--- config.mk ---
export PLATFORM = sky130hd
export DESIGN_NAME = joy_sniff6_smd
export DESIGN_NICKNAME = d
export VERILOG_FILES = /design/src/rtl/joy_sniff6_smd_pkg.sv /design/src/rtl/sync_edge.sv /design/src/rtl/joy_sniff6_smd.sv
export SDC_FILE = /design/constraint.sdc
export NUM_CORES = 1
export LEC_CHECK = 0
export BUFFER_PORTS_ARGS = -buffer_cell sky130_fd_sc_hd__buf_2
export CORE_ASPECT_RATIO = 1.25
export CORE_UTILIZATION = 44
export CTS_CLUSTER_DIAMETER = 80
export CTS_CLUSTER_SIZE = 14
export DETAILED_ROUTE_END_ITERATION = 10
export GPL_TIMING_DRIVEN = 1
export PLACE_DENSITY = 0.75
export SLEW_MARGIN = 5
export SYNTH_ARGS = -nofsm -noshare
export SYNTH_HDL_FRONTEND = slang
export SYNTH_SLANG_ARGS = --single-unit
--- constraint.sdc ---
create_clock -name clk -period 2 [get_ports clk]
set_input_delay 0.1 -clock clk [delete_from_list [all_inputs] [get_ports clk]]
set_output_delay 0.1 -clock clk [all_outputs]
set_load 0.01 [all_outputs]
--- src/rtl/joy_sniff6_smd_pkg.sv ---
// Shared joypad definitions: port addresses, key bit indices and TH phase decode.
// The save-state controller uses the same key indices for its hotkey compares.
package joy_sniff6_smd_pkg;

  localparam logic [23:0] JOY_PORT1_ADDR = 24'hA10002;
  localparam logic [23:0] JOY_PORT2_ADDR = 24'hA10004;
  localparam logic [2:0]  TH_CNT_MAX     = 3'd4;

  typedef enum logic [2:0] {
    KEY_UP    = 3'd0,
    KEY_DOWN  = 3'd1,
    KEY_LEFT  = 3'd2,
    KEY_RIGHT = 3'd3,
    KEY_B     = 3'd4,
    KEY_C     = 3'd5,
    KEY_A     = 3'd6,
    KEY_START = 3'd7
  } key_idx_e;

  typedef enum logic [1:0] {
    KEY_Z    = 2'd0,
    KEY_Y    = 2'd1,
    KEY_X    = 2'd2,
    KEY_MODE = 2'd3
  } ext_idx_e;

  typedef enum logic [2:0] {
    PH_NONE = 3'd0,
    PH_HI   = 3'd1,
    PH_LO   = 3'd2,
    PH_LO3  = 3'd3,
    PH_HI3  = 3'd4
  } phase_e;

  // Which bits a completed pad read carries, given the TH level and low-going TH count.
  function automatic phase_e decode_phase(input logic th, input logic [2:0] cnt);
    phase_e ph;
    ph = PH_NONE;
    if (th) begin
      if (cnt <= 3'd2) begin
        ph = PH_HI;
      end else if (cnt == 3'd3) begin
        ph = PH_HI3;
      end else begin
        ph = PH_NONE;
      end
    end else begin
      if ((cnt == 3'd1) || (cnt == 3'd2)) begin
        ph = PH_LO;
      end else if (cnt == 3'd3) begin
        ph = PH_LO3;
      end else begin
        ph = PH_NONE;
      end
    end
    return ph;
  endfunction

endpackage

--- src/rtl/sync_edge.sv ---
// Two-flop synchroniser with a one-cycle rising-edge pulse, on the negedge clock domain.
module sync_edge (
  input  logic clk,
  input  logic rst,
  input  logic i_sig,
  output logic o_rise
);

  logic r_meta;
  logic r_sync;
  logic r_prev;

  // Synchroniser chain plus one delayed copy for edge detection.
  always_ff @(negedge clk or posedge rst) begin
    if (rst) begin
      r_meta <= 1'b0;
      r_sync <= 1'b0;
      r_prev <= 1'b0;
    end else begin
      r_meta <= i_sig;
      r_sync <= r_meta;
      r_prev <= r_sync;
    end
  end

  assign o_rise = r_sync & ~r_prev;

endmodule

--- src/rtl/joy_sniff6_smd.sv ---
// Snoops 68k accesses to one joypad port and decodes the TH-multiplexed 3/6-button protocol.
// Define JOY6_TIMEOUT_EN to add the idle timeout that restarts the TH phase count.
module joy_sniff6_smd
  import joy_sniff6_smd_pkg::*;
#(
  parameter logic [23:0] PORT_ADDR = JOY_PORT1_ADDR,
  parameter int          TMO_CYC   = 75000,
  parameter int          TMO_W     = 17
) (
  input  logic        clk,
  input  logic        rst,
  input  logic        as,
  input  logic        oe,
  input  logic        we_lo,
  input  logic [23:0] cpu_addr,
  input  logic [7:0]  cpu_data,
  output logic [7:0]  joy_val,
  output logic [3:0]  joy_ext,
  output logic        pad6,
  output logic        key_stb
);

  logic       w_joy_ce;
  logic       w_wr_raw;
  logic       w_rd;
  logic       w_wr_evt;
  logic       w_rd_end;
  logic       w_tmo;
  logic       w_th_nxt;
  logic [2:0] w_cnt_base;
  logic [2:0] w_cnt_nxt;
  logic [7:0] w_keys;
  phase_e     w_phase;

  logic       r_wr_th;
  logic       r_th;
  logic [2:0] r_th_cnt;
  logic       r_rd_prev;
  logic       r_rd_vld;
  logic [7:0] r_rd_latch;
  logic [7:0] r_joy_val;
  logic [3:0] r_joy_ext;
  logic       r_pad6;
  logic       r_key_stb;

  if ((2 ** TMO_W) <= TMO_CYC) begin : g_tmo_w_too_small
    $error("TMO_W too narrow for TMO_CYC");
  end

  assign w_joy_ce = ~as & (cpu_addr == PORT_ADDR);
  assign w_wr_raw = w_joy_ce & ~we_lo;
  assign w_rd     = w_joy_ce & ~oe;
  assign w_keys   = ~r_rd_latch;
  assign w_phase  = decode_phase(r_th, r_th_cnt);
  assign w_rd_end = r_rd_vld & ~w_rd;

  sync_edge u_wr_sync (
    .clk    (clk),
    .rst    (rst),
    .i_sig  (w_wr_raw),
    .o_rise (w_wr_evt)
  );

`ifdef JOY6_TIMEOUT_EN
  localparam bit TMO_EN = 1'b1;
  logic [TMO_W-1:0] r_tmo_ctr;

  assign w_tmo = (r_tmo_ctr == TMO_W'(TMO_CYC - 1));

  // Idle cycles since the last TH write; saturates so the timeout fires once per gap.
  always_ff @(negedge clk or posedge rst) begin
    if (rst) begin
      r_tmo_ctr <= {TMO_W{1'b0}};
    end else if (w_wr_evt) begin
      r_tmo_ctr <= {TMO_W{1'b0}};
    end else if (r_tmo_ctr != TMO_W'(TMO_CYC)) begin
      r_tmo_ctr <= r_tmo_ctr + {{(TMO_W - 1){1'b0}}, 1'b1};
    end
  end
`else
  localparam bit TMO_EN = 1'b0;
  assign w_tmo = 1'b0;
`endif

  // Next TH level and phase count: timeout clear first, then any write on top of it.
  always_comb begin
    w_cnt_base = w_tmo ? 3'd0 : r_th_cnt;
    w_th_nxt   = r_th;
    w_cnt_nxt  = w_cnt_base;
    if (w_wr_evt) begin
      w_th_nxt = r_wr_th;
      if (r_th && !r_wr_th) begin
        w_cnt_nxt = (w_cnt_base == TH_CNT_MAX) ? TH_CNT_MAX : (w_cnt_base + 3'd1);
      end else if (!TMO_EN && !r_th && r_wr_th && (r_th_cnt == TH_CNT_MAX)) begin
        w_cnt_nxt = 3'd0;
      end else begin
        w_cnt_nxt = w_cnt_base;
      end
    end else begin
      w_cnt_nxt = w_cnt_base;
    end
  end

  // Write data is captured while the strobe is live, since the synced edge arrives later.
  always_ff @(negedge clk or posedge rst) begin
    if (rst) begin
      r_wr_th  <= 1'b1;
      r_th     <= 1'b1;
      r_th_cnt <= 3'd0;
    end else begin
      if (w_wr_raw) begin
        r_wr_th <= cpu_data[6];
      end
      r_th     <= w_th_nxt;
      r_th_cnt <= w_cnt_nxt;
    end
  end

  // Read window tracking; r_rd_prev resets high so a read spanning reset never decodes.
  always_ff @(negedge clk or posedge rst) begin
    if (rst) begin
      r_rd_prev  <= 1'b1;
      r_rd_vld   <= 1'b0;
      r_rd_latch <= 8'hFF;
    end else begin
      r_rd_prev <= w_rd;
      if (w_rd) begin
        r_rd_latch <= cpu_data;
        if (!r_rd_prev) begin
          r_rd_vld <= 1'b1;
        end
      end else begin
        r_rd_vld <= 1'b0;
      end
    end
  end

  // Key outputs: timeout clear, then the decode of a just-finished read.
  always_ff @(negedge clk or posedge rst) begin
    if (rst) begin
      r_joy_val <= 8'h00;
      r_joy_ext <= 4'h0;
      r_pad6    <= 1'b0;
      r_key_stb <= 1'b0;
    end else begin
      r_key_stb <= 1'b0;
      if (w_tmo && (r_th_cnt < 3'd3)) begin
        r_pad6    <= 1'b0;
        r_joy_ext <= 4'h0;
        r_key_stb <= 1'b1;
      end
      if (w_rd_end) begin
        case (w_phase)
          PH_HI: begin
            r_joy_val[5:0] <= w_keys[5:0];
            r_key_stb      <= 1'b1;
          end
          PH_LO: begin
            r_joy_val[7:6] <= w_keys[5:4];
            r_key_stb      <= 1'b1;
          end
          PH_LO3: begin
            r_pad6         <= (r_rd_latch[3:0] == 4'h0);
            r_joy_val[7:6] <= w_keys[5:4];
            r_key_stb      <= 1'b1;
          end
          PH_HI3: begin
            r_joy_ext <= r_pad6 ? w_keys[3:0] : 4'h0;
            r_key_stb <= 1'b1;
          end
          default: begin
          end
        endcase
      end
    end
  end

  assign joy_val = r_joy_val;
  assign joy_ext = r_joy_ext;
  assign pad6    = r_pad6;
  assign key_stb = r_key_stb;

endmodule

# Word level (Yosys, flattened, before mapping)
# Cells that the tools add are included.
word_totals:
  ff_bits: 30
op_classes:
  addsub: 1
  order_cmp: 1
  eq_ne: 10
  mux: 13
  bitwise_logic: 11
  n_reduce_logical: 15
ops:
  columns: ["operator", "n"]
  rows:
  - ["$eq 24x24->1 const B", 1]
  - ["$mux 3", 6]
  - ["$eq 3x2->1 const B", 4]
  - ["$reduce_and 2->1", 5]
  - ["$eq 3x1->1 const B", 2]
  - ["$eq 3x3->1 const B", 2]
  - ["$not 6->6", 1]
  - ["$and 1x1->1", 5]
  - ["$not 1->1", 5]
  - ["$logic_not 4->1", 1]
  - ["$mux 1", 4]
  - ["$mux 2", 2]
  - ["$mux 4", 1]
  - ["$reduce_or 4->1", 1]
  - ["$add 3x1->3 const B", 1]
  - ["$le 3x2->1 const B", 1]
  - ["$logic_and 1x1->1", 3]
  - ["$logic_not 1->1", 2]
  - ["$ne 2x2->1 const B", 1]
  - ["$reduce_bool 2->1", 1]
  - ["$reduce_or 2->1", 1]
  - ["$logic_or 1x1->1", 1]

# Longest topological paths before layout
# Gate-level depths: netlist of run 1.
logic_depth:
  word_depth: 8
  depth_mapped: 7
  depth_no_buf: 7

# Cells and area by module
# From an unflattened synthesis of run 1, not the netlist that was laid out.
hier_totals:
  cells_unflattened: 126
  hier_area_um2: 1462.7
by_module_without_submodules:
  columns: ["mod", "instances", "cells_per_inst", "area_each_um2", "seq_area_each_um2"]
  rows:
  - ["joy_sniff6_smd", 1, 121, 1370.1, 686.9]
  - ["sync_edge", 1, 5, 92.6, 75.1]

==> results of run 1 <==
## registers in the layout, indices dropped and copies added (netlist names)
register / cells
joy_ext: 4
r_rd_latch: 6
key_stb: 1
r_th_cnt: 3
r_rd_vld: 1
u_wr_sync.r_meta: 1
pad6: 1
r_rd_prev: 1
joy_val: 8
r_th: 1
u_wr_sync.r_sync: 1
r_wr_th: 1
u_wr_sync.r_prev: 1
## synth_stat cells
| cell type | n | area share, % |
|---|---|---|
| dfrtn_1 | 21 | 35 |
| inv_1 | 18 | 4.5 |
| dfstp_2 | 9 | 16 |
| mux2i_1 | 8 | 5.3 |
| mux2_2 | 7 | 5.2 |
| nor2_1 | 7 | 1.7 |
| a21oi_1 | 6 | 2.0 |
| ha_1 | 5 | 4.1 |
| mux2_1 | 5 | 3.7 |
| nor2b_1 | 5 | 2.1 |
| o21ai_0 | 5 | 1.7 |
| nand2_1 | 4 | 0.99 |
| clkbuf_1 | 3 | 0.75 |
| nand3_1 | 2 | 0.66 |
| nor4_2 | 2 | 1.7 |
| nor4_4 | 2 | 2.8 |
| or3_1 | 2 | 0.83 |
| or4_1 | 2 | 0.99 |
| a211oi_1 | 1 | 0.50 |
| a22oi_1 | 1 | 0.50 |
| a311oi_1 | 1 | 0.58 |
| a31oi_1 | 1 | 0.41 |
| buf_2 | 1 | 0.33 |
| nand2b_1 | 1 | 0.41 |
| nand4_1 | 1 | 0.41 |
| nand4_2 | 1 | 0.83 |
| nand4_4 | 1 | 1.4 |
| nor3_1 | 1 | 0.33 |
| nor3b_1 | 1 | 0.50 |
| nor4_1 | 1 | 0.41 |
| nor4b_1 | 1 | 0.58 |
| nor4b_2 | 1 | 0.99 |
| nor4bb_1 | 1 | 0.66 |
| o2111ai_2 | 1 | 0.99 |
| o41ai_1 | 1 | 0.58 |
## metal layers
layer / routed length [µm] / vias up / track usage (%)
met4: 45 / 0 / 9.94
met2: 1770 / 59 / 35.7
met5: 0 / - / 0
li1: - / 596 / -
met1: 1310 / 602 / 23.6
met3: 233 / 9 / 8.33
## power breakdown
group	internal [W]	switching, W
Clock	0.000340	0.000292
Sequential	0.000611	0.000000000177
Combinational	0.0000534	0.0000358
Total	0.00100	0.000328
## layout make-up
class                   instances  area, µm²
fillers                       231       1010
flip-flops and latches         30        762
inverters                      17       63.8
clock buffers                   6       93.8
repair buffers                 61        428
clock inverters                11       45.0
well taps                      37       46.3
multi-input cells              78        800
## worst min-delay path by stage
| stage | startpoint | to | slack (ns) |
|---|---|---|---|
| 3_5_place_dp | u_wr_sync.r_meta | u_wr_sync.r_sync | 0.31 |
| 3_3_place_gp | u_wr_sync.r_meta | u_wr_sync.r_sync | 0.30 |
| 2_1_floorplan | u_wr_sync.r_meta | u_wr_sync.r_sync | 0.29 |
| 5_1_grt | u_wr_sync.r_meta | u_wr_sync.r_sync | 0.32 |
| 6_report | u_wr_sync.r_meta | u_wr_sync.r_sync | 0.30 |
| 4_1_cts | u_wr_sync.r_meta | u_wr_sync.r_sync | 0.31 |
## timing repair
| item | in CTS | in global routing |
|---|---|---|
| endpoints found under the setup margin | 24 | 23 |
| hold buffers | 0 | 0 |
| gates resized for setup | 28 | 11 |
| buffers inserted | 4 | 1 |
| pin swaps | 5 | 8 |
## cells in the final DEF, fill, tap and decap left out, types with 2 or more instances in the layout
cell and count:
buf_2 38, nor4_4 4, dfrtn_1 21, mux2i_1 8, or4_1 2, ha_1 5, dfstp_2 9, o21ai_0 4
mux2_4 10, inv_1 25, buf_4 8, a21oi_1 5, nor2_1 7, buf_6 14, nor4b_4 2, nor2b_1 5
clkbuf_8 5, nand2_1 3
## stage by stage
stage	util [%]	setup WS, ns	cells	power (W)
6_report	68.8	-0.366	240	0.00133
3_3_place_gp	57.8	-0.659	220	0.000718
2_1_floorplan	-	-0.609	130	0.000668
5_1_grt	68.8	-0.396	240	0.00140
3_5_place_dp	57.8	-0.718	220	0.000719
4_1_cts	66.9	-0.362	240	0.00132
## worst max-delay path, stage by stage
cell and delay [ns]:
buf_6 0.09, or4_1 0.52, or3_4 0.41, nand3_2 0.09
mux2_4 0.29
## logic make-up (layout without fill, tap and decap cells)
kind of cell	Yosys count	after routing	share of synthesized area, %
adder cells (fa/ha/maj)	5	5	4.15
AO/OA/AOI/OAI	17	17	7.21
buffers and inverters	22	95	5.55
AND/OR/NAND/NOR	36	36	18.3
multiplexers	20	20	14.3
flip-flops	30	30	50.5
==> summary.md, run 1 <==
| Metric | Value |
|---|---|
| Grt total ovfl | `0` |
| Destination of the critical timing path | `pad6` |
| Run status | `finished with violations` |
| Worst R2R End | `joy_ext[2]` |
| DRC | `0` |
| Ports placed on the boundary | `51` |
| Vias | `1266` |
| RSZ-0062 raised after global routing | `yes` |
| Post-synthesis average cell area | `11.6 µm²` |
| Syn Inst Count | `130` |
| Die width | `54.4 µm` |
| Violated checks | `setup timing` |
| Post-route setup TNS | `-6.62 ns` |
| PnR worst setup slack | `-0.366 ns` |
| Initial antenna violation count | `0` |
| Design Area, Final | `0.00224 mm²` |
| Static Leak | `1.13 nW` |
| Worst slew pin tran | `0.470 ns` |
| WL per Instance | `14.0 µm` |
| Total track usage | `21.5%` |
| Worst hold path type | `reg -> reg` |
| Cell row count | `23` |
| Synth unique cells | `35` |
| Fin Hold WS | `0.305 ns` |
| Max-Cap Viols | `0` |
| Largest net degree at the start of global routing | `31` |
| Total routed wirelength | `3350 µm` |
| Vias in the first global route | `1266` |
| Critical path launch point type | `primary input` |
| Pins Over Slew Limit | `0` |
| Vias/cell | `5.28` |
| Worst-case clock skew | `0.0644 ns` |
| R2R setup slack | `0.02 ns` |
| Placed Area | `0.00188 mm²` |
| Share of cells above drive strength 1 | `51.7%` |
| Synth Register Bits | `30` |
| Crit. End Element | `flip-flop` |
| Synth Warn # | `0` |
| Worst Path Required | `1.14 ns` |
| CTS buffer count | `5` |
| Final setup viols | `23` |
| Reg clk slew, reported paths | `0.04 ns` |
| Global-route wire length before repair | `5420 µm` |
| Number of port buffers | `49` |
| First DRT Iteration DRCs | `47` |
| Post-route ant nets | `0` |
| Synth Cell Area | `0.00151 mm²` |
| Final Hold Viols | `0` |
| Clk buf depth | `2` |
| Setup CP Type | `in -> reg` |
| DIE AREA | `0.00367 mm²` |
| Placer Congestion | `0.755` |
| Layout Nets | `244` |
| Root Buffer | `clkbuf_8` |
| CP startpoint | `oe` |
| Area delta synth->final | `48.3%` |
| Die H | `67.5 µm` |
| H-tree depth | `2` |
| TritonRoute pass-1 iters | `4` |
| Hpwl dp | `2320 µm` |
| Post-synthesis sequential area ratio | `50.5%` |
| CTS sink cnt | `30` |
| Core ar. | `0.00325 mm²` |
| # diodes | `0` |
| VDD IR-drop max | `0.000446 V` |
| Arrival @ worst endpoint | `1.51 ns` |
| PwrDens | `595 mW/mm²` |
| Initial Utilization | `46.4%` |
| Rel. slew slack | `68.4%` |
| R2R cell count | `6` |
| Hold depth | `0` |
| CP Max Fanout | `2` |
| CTS tree | `done` |
| Syn Nets | `172` |
| Clk_lat worst skew | `0.36 ns` |
| R2r startpoint | `r_th_cnt[0]` |
Power figures use the tool's default switching activity.
==> inputs of run 2 (changes only) <==
CORE_ASPECT_RATIO = 0.7   (was 1.25)
CTS_BUF_LIST = sky130_fd_sc_hd__clkbuf_16   (was unset)
==> run 2 against run 1 <==
Compared with the run above: the flow still finishes with violations (setup timing); die area about the same; clock power is 42% higher; design area up 1.5%; final cell count rose by 5.0%; combinational power is 10% lower; largest power group unchanged; critical path depth up 1; critical endpoint is now joy_val[3]; clock skew decreased by 0.0098 ns.
==> summary.md, run 2 (synthesized netlist as in run 1, its figures left out) <==
| Metric | Value |
|---|---|
| Post-route ant nets | `0` |
| Setup CP Type | `in -> reg` |
| Clk_lat worst skew | `0.35 ns` |
| Total placed cells including tap cells | `229` |
| Grt total ovfl | `0` |
| Most common cell after layout, fill and taps aside | `buf_2` |
| Power Total | `0.00159 W` |
| WL per Instance | `13.5 µm` |
| Worst hold path type | `reg -> reg` |
| H-tree depth | `2` |
| R2R setup slack | `0.02 ns` |
| First DRT Iteration DRCs | `53` |
| PnR worst setup slack | `-0.406 ns` |
| Delay-heaviest family, CP | `simple AND/OR/NAND/NOR gates` |
| Number of port buffers | `49` |
| Static Leak | `1.13 nW` |
| Final Hold Viols | `0` |
| Crit path buf inv count | `2` |
| Non-filler instance count after layout | `252` |
| Dpl ws | `-0.751 ns` |
| Fillers | `232` |
| Violated checks | `setup timing` |
| Pins Over Slew Limit | `0` |
| Worst-case clock skew | `0.0546 ns` |
| Cell row count | `17` |
| CTS tree | `done` |
| Clk buf depth | `2` |
| Worst slew pin tran | `0.454 ns` |
| Worst Path Required | `1.13 ns` |
| Arrival @ worst endpoint | `1.54 ns` |
| Slowest stage delay, CP | `0.51 ns` |
| Root Buffer | `clkbuf_16` |
| RSZ-0062 raised after global routing | `yes` |
| CP Max Fanout | `6` |
| Area delta synth->final | `50.5%` |
| PwrDens | `701 mW/mm²` |
| Global-route wire length before repair | `5510 µm` |
| Total routed wirelength | `3390 µm` |
| # diodes | `0` |
| Crit. End Element | `flip-flop` |
| Fin util | `70.7%` |
| DRC | `0` |
| Layout Nets | `246` |
| Vias | `1258` |
| Total track usage | `19.9%` |
| Largest net degree at the start of global routing | `31` |
| Vias/cell | `4.99` |
| VDD IR-drop max | `0.000410 V` |
| Ports placed on the boundary | `51` |
| CTS buffer count | `5` |
| Most common cell on crit path | `buf_6` |
| Final setup viols | `22` |
| CP cell instances | `buf_6 -> or4_4 -> or3_4 -> buf_6 -> nand4_4 -> mux2i_1` |
| Initial antenna violation count | `0` |
| TritonRoute pass-1 iters | `4` |
| Placer Congestion | `0.757` |
| Rel. slew slack | `69.5%` |
| Die H | `51.0 µm` |
| Critical path launch point type | `primary input` |
| Hpwl dp | `2460 µm` |
| Vias in the first global route | `1169` |
| CTS sink cnt | `30` |
| Run status | `finished with violations` |
| Reg clk slew, reported paths | `0.04 ns` |
| Initial Utilization | `47.0%` |
| Max-Cap Viols | `0` |
| Share of cells above drive strength 1 | `52.7%` |
| Die width | `72.0 µm` |
| Design Area, Final | `0.00227 mm²` |
| Core ar. | `0.00321 mm²` |
| DIE AREA | `0.00367 mm²` |
| Critical Path Slowest Stage Cell | `or4_4` |
| Placed Area | `0.00188 mm²` |
| Max FFs per register | `8` |
| Commonest cells after routing, fill and taps aside | `42 x buf_2, 27 x inv_1, 21 x dfrtn_1` |
[run 2: changes by cell type in the layout (fill, tap and decap cells not counted), moves of 2 or more]
cell / previous run / this run
inv_1: 25 / 27
buf_4: 8 / 10
buf_6: 14 / 10
buf_2: 38 / 42
clkbuf_8: 5 / 0
clkbuf_16: 1 / 5
[run 2: worst paths after layout]
check	cells past startpoint	to	from
worst max register to register	6	joy_ext[3]	r_th_cnt[0]
worst max-delay path	6	joy_val[3]	cpu_addr[15]
min in group asynchronous	3	joy_val[1]	rst
worst min-delay path	0	u_wr_sync.r_sync	u_wr_sync.r_meta
worst min register to register	0	u_wr_sync.r_sync	u_wr_sync.r_meta
max in group asynchronous	3	r_rd_latch[4]	rst
[run 2: through the flow]
stage	setup TNS (ns)	hold slack (ns)
global placement	-14.29	0.295
detailed placement	-15.10	0.301
finish	-7.69	0.300
global route	-9.09	0.313
floorplan	-10.03	0.292
CTS	-7.55	0.301
[run 2: timing repair]
action / 4_1_cts / 5_1_grt
pin swaps: 8 / 5
gates resized for setup: 22 / 9
gates cloned: 0 / 0
endpoints found under the setup margin: 23 / 22
setup buffers: 3 / 4
hold buffers: 0 / 0
[run 2: power by group]
group          leakage (nW)  total [W]  internal [W]   switching [W]
logic                 0.658  0.0000802     0.0000468       0.0000333
registers             0.344   0.000612      0.000612  0.000000000185
clock network         0.133   0.000900      0.000603        0.000297
[run 2: metal layers]
metal	GRT usage (%)	part of all wire (%)	up-vias
met5	0	0	-
met4	4.90	1.1	0
met3	5.92	5.8	5
met2	32.1	46	50
met1	26.6	47	602
li1	-	-	601
[run 2: layout make-up]
class                      count  area [µm²]  share of cell area, %
multi-input combinational     78         771                   33.9
inverter                      17        63.8                   2.81
tap                           47        58.8                   2.59
sequential                    30         762                   33.6
clock inverter                12        72.6                   3.20
timing repair buffer          63         418                   18.4
clock buffer                   5         125                   5.51
[run 2: worst register-to-register path, stage by stage (launching register included)]
cell     delay [ns]
dfrtn_1        0.50
inv_1          0.09
ha_1           0.22
inv_1          0.07
a21oi_1        0.12
nor4_4         0.48
mux2_4         0.34
==> inputs of run 3 (changes only) <==
CAP_MARGIN = 20   (was unset)
SKIP_LAST_GASP = 1   (was unset)
==> run 3 against run 2 <==
Compared with the run above: the flow still finishes with violations (setup timing); clock power hardly changed; critical path depth stayed put; critical path type unchanged; final cell count stayed put; design area stayed put; clock-buffer cell count stayed put; largest power group unchanged; non-clock buffer count stayed put; sequential power hardly changed.
==> summary.md, run 3 (synthesized netlist as in run 1, its figures left out) <==
| Metric | Value |
|---|---|
| Run status | `finished with violations` |
| Violated checks | `setup timing` |
| Core ar. | `0.00321 mm²` |
| Slowest stage delay, CP | `0.51 ns` |
| HP Start | `u_wr_sync.r_meta` |
| Worst-case clock skew | `0.0548 ns` |
| Cell row count | `17` |
| Largest net degree at the start of global routing | `31` |
| Die H | `51.0 µm` |
| Ports placed on the boundary | `51` |
| Pins Over Slew Limit | `0` |
| Global-route wire length before repair | `5490 µm` |
| Layout Nets | `246` |
| Worst Path Required | `1.13 ns` |
| Number of port buffers | `49` |
| Reg clk slew, reported paths | `0.04 ns` |
| TritonRoute pass-1 iters | `4` |
| Hold_buf cts | `0` |
| Total routed wirelength | `3370 µm` |
| Clk_lat worst skew | `0.35 ns` |
| CP cell instances | `buf_6 -> or4_4 -> or3_4 -> buf_6 -> nand4_4 -> mux2i_1` |
| Area delta synth->final | `50.5%` |
| Crit path buf inv count | `2` |
| Initial antenna violation count | `0` |
| CTS sink cnt | `30` |
| Critical path launch point type | `primary input` |
| Vias in the first global route | `1167` |
| R2R setup slack | `0.01 ns` |
| Max FFs per register | `8` |
| Root Buffer | `clkbuf_16` |
| # diodes | `0` |
| H-tree depth | `2` |
| Die width | `72.0 µm` |
| Hold depth | `0` |
| WL per Instance | `13.4 µm` |
| Placer Congestion | `0.757` |
| Vias | `1247` |
| Final setup viols | `22` |
| First DRT Iteration DRCs | `54` |
| Worst R2R End | `joy_ext[3]` |
| Fillers | `232` |
| Critical Path Slowest Stage Cell | `or4_4` |
| Total track usage | `19.9%` |
| CP Max Fanout | `6` |
| PwrDens | `701 mW/mm²` |
| CTS buffer count | `5` |
| Setup CP Type | `in -> reg` |
| CTS tree | `done` |
| Commonest cells after routing, fill and taps aside | `42 x buf_2, 27 x inv_1, 21 x dfrtn_1` |
| VDD IR-drop max | `0.000410 V` |
| Grt total ovfl | `0` |
| Initial Utilization | `47.0%` |
| Total placed cells including tap cells | `229` |
| Share of cells above drive strength 1 | `52.7%` |
| Static Leak | `1.13 nW` |
| Post-route ant nets | `0` |
| Worst hold path type | `reg -> reg` |
| Most common cell after layout, fill and taps aside | `buf_2` |
| RSZ-0062 raised after global routing | `yes` |
| Non-filler instance count after layout | `252` |
| Arrival @ worst endpoint | `1.54 ns` |
| Worst slew pin tran | `0.456 ns` |
| Vias/cell | `4.95` |
| R2r startpoint | `r_th_cnt[0]` |
| Power Total | `0.00159 W` |
| DRC | `0` |
| Clk buf depth | `2` |
| Hpwl dp | `2460 µm` |
| Delay-heaviest family, CP | `simple AND/OR/NAND/NOR gates` |
| Rel. slew slack | `69.4%` |
| DIE AREA | `0.00367 mm²` |
| PnR worst setup slack | `-0.412 ns` |
| R2R cell count | `6` |
| Max-Cap Viols | `0` |
| Most common cell on crit path | `buf_6` |
| Final Hold Viols | `0` |
| Crit. End Element | `flip-flop` |
| Worst Hold End | `u_wr_sync.r_sync` |
==> run 3: cell counts in the layout (fill, tap and decap cells not counted) <==
No cell type changed its count.
==> run 3: what timing repair did <==
action                     in CTS  in global routing
buffers inserted                3                  4
gates resized for setup        21                 10
pin swaps                       8                  5
hold endpoints to repair        0                  0
setup endpoints to repair      23                 22
==> run 3: routing by layer <==
layer | track usage, % | wire length, µm
met3 | 5.92 | 213
met5 | 0 | 0
met4 | 4.90 | 38
met1 | 26.4 | 1560
met2 | 32.1 | 1560
==> run 3: through the flow <==
stage | TNS, ns | hold WS [ns] | area, µm² | utilization [%] | worst slack, ns
after global routing | -9.09 | 0.313 | 2270 | 70.7 | -0.460
after CTS | -7.57 | 0.301 | 2200 | 68.5 | -0.400
final | -7.76 | 0.297 | 2270 | 70.7 | -0.412
after detailed placement | -15.10 | 0.301 | 1880 | 58.6 | -0.751
after floorplan | -10.03 | 0.292 | 1540 | - | -0.609
after global placement | -14.29 | 0.295 | 1880 | 58.6 | -0.686
==> run 3: power breakdown <==
group	switching, W	internal, W	leakage (nW)
logic	0.0000333	0.0000468	0.658
registers	0.000000000183	0.000612	0.344
clock network	0.000296	0.000603	0.133
==> run 3: worst max-delay path by stage <==
| stage | slack, ns | cells after the start | to | from |
|---|---|---|---|---|
| after CTS | -0.40 | 5 | pad6 | oe |
| after global placement | -0.69 | 7 | joy_val[0] | cpu_addr[3] |
| after detailed placement | -0.75 | 7 | joy_val[0] | cpu_addr[3] |
| after floorplan | -0.61 | 6 | pad6 | cpu_addr[4] |
| after global routing | -0.46 | 6 | joy_val[3] | cpu_addr[15] |
| final | -0.41 | 6 | joy_val[3] | cpu_addr[15] |
==> run 3: area by class of cell <==
| class | instances | area (µm²) | share of cell area, % |
|---|---|---|---|
| timing repair buffer | 63 | 418 | 18.4 |
| inverter | 17 | 63.8 | 2.81 |
| multi-input combinational | 78 | 771 | 33.9 |
| tap | 47 | 58.8 | 2.59 |
| clock inverter | 12 | 72.6 | 3.20 |
| sequential | 30 | 762 | 33.6 |
| clock buffer | 5 | 125 | 5.51 |
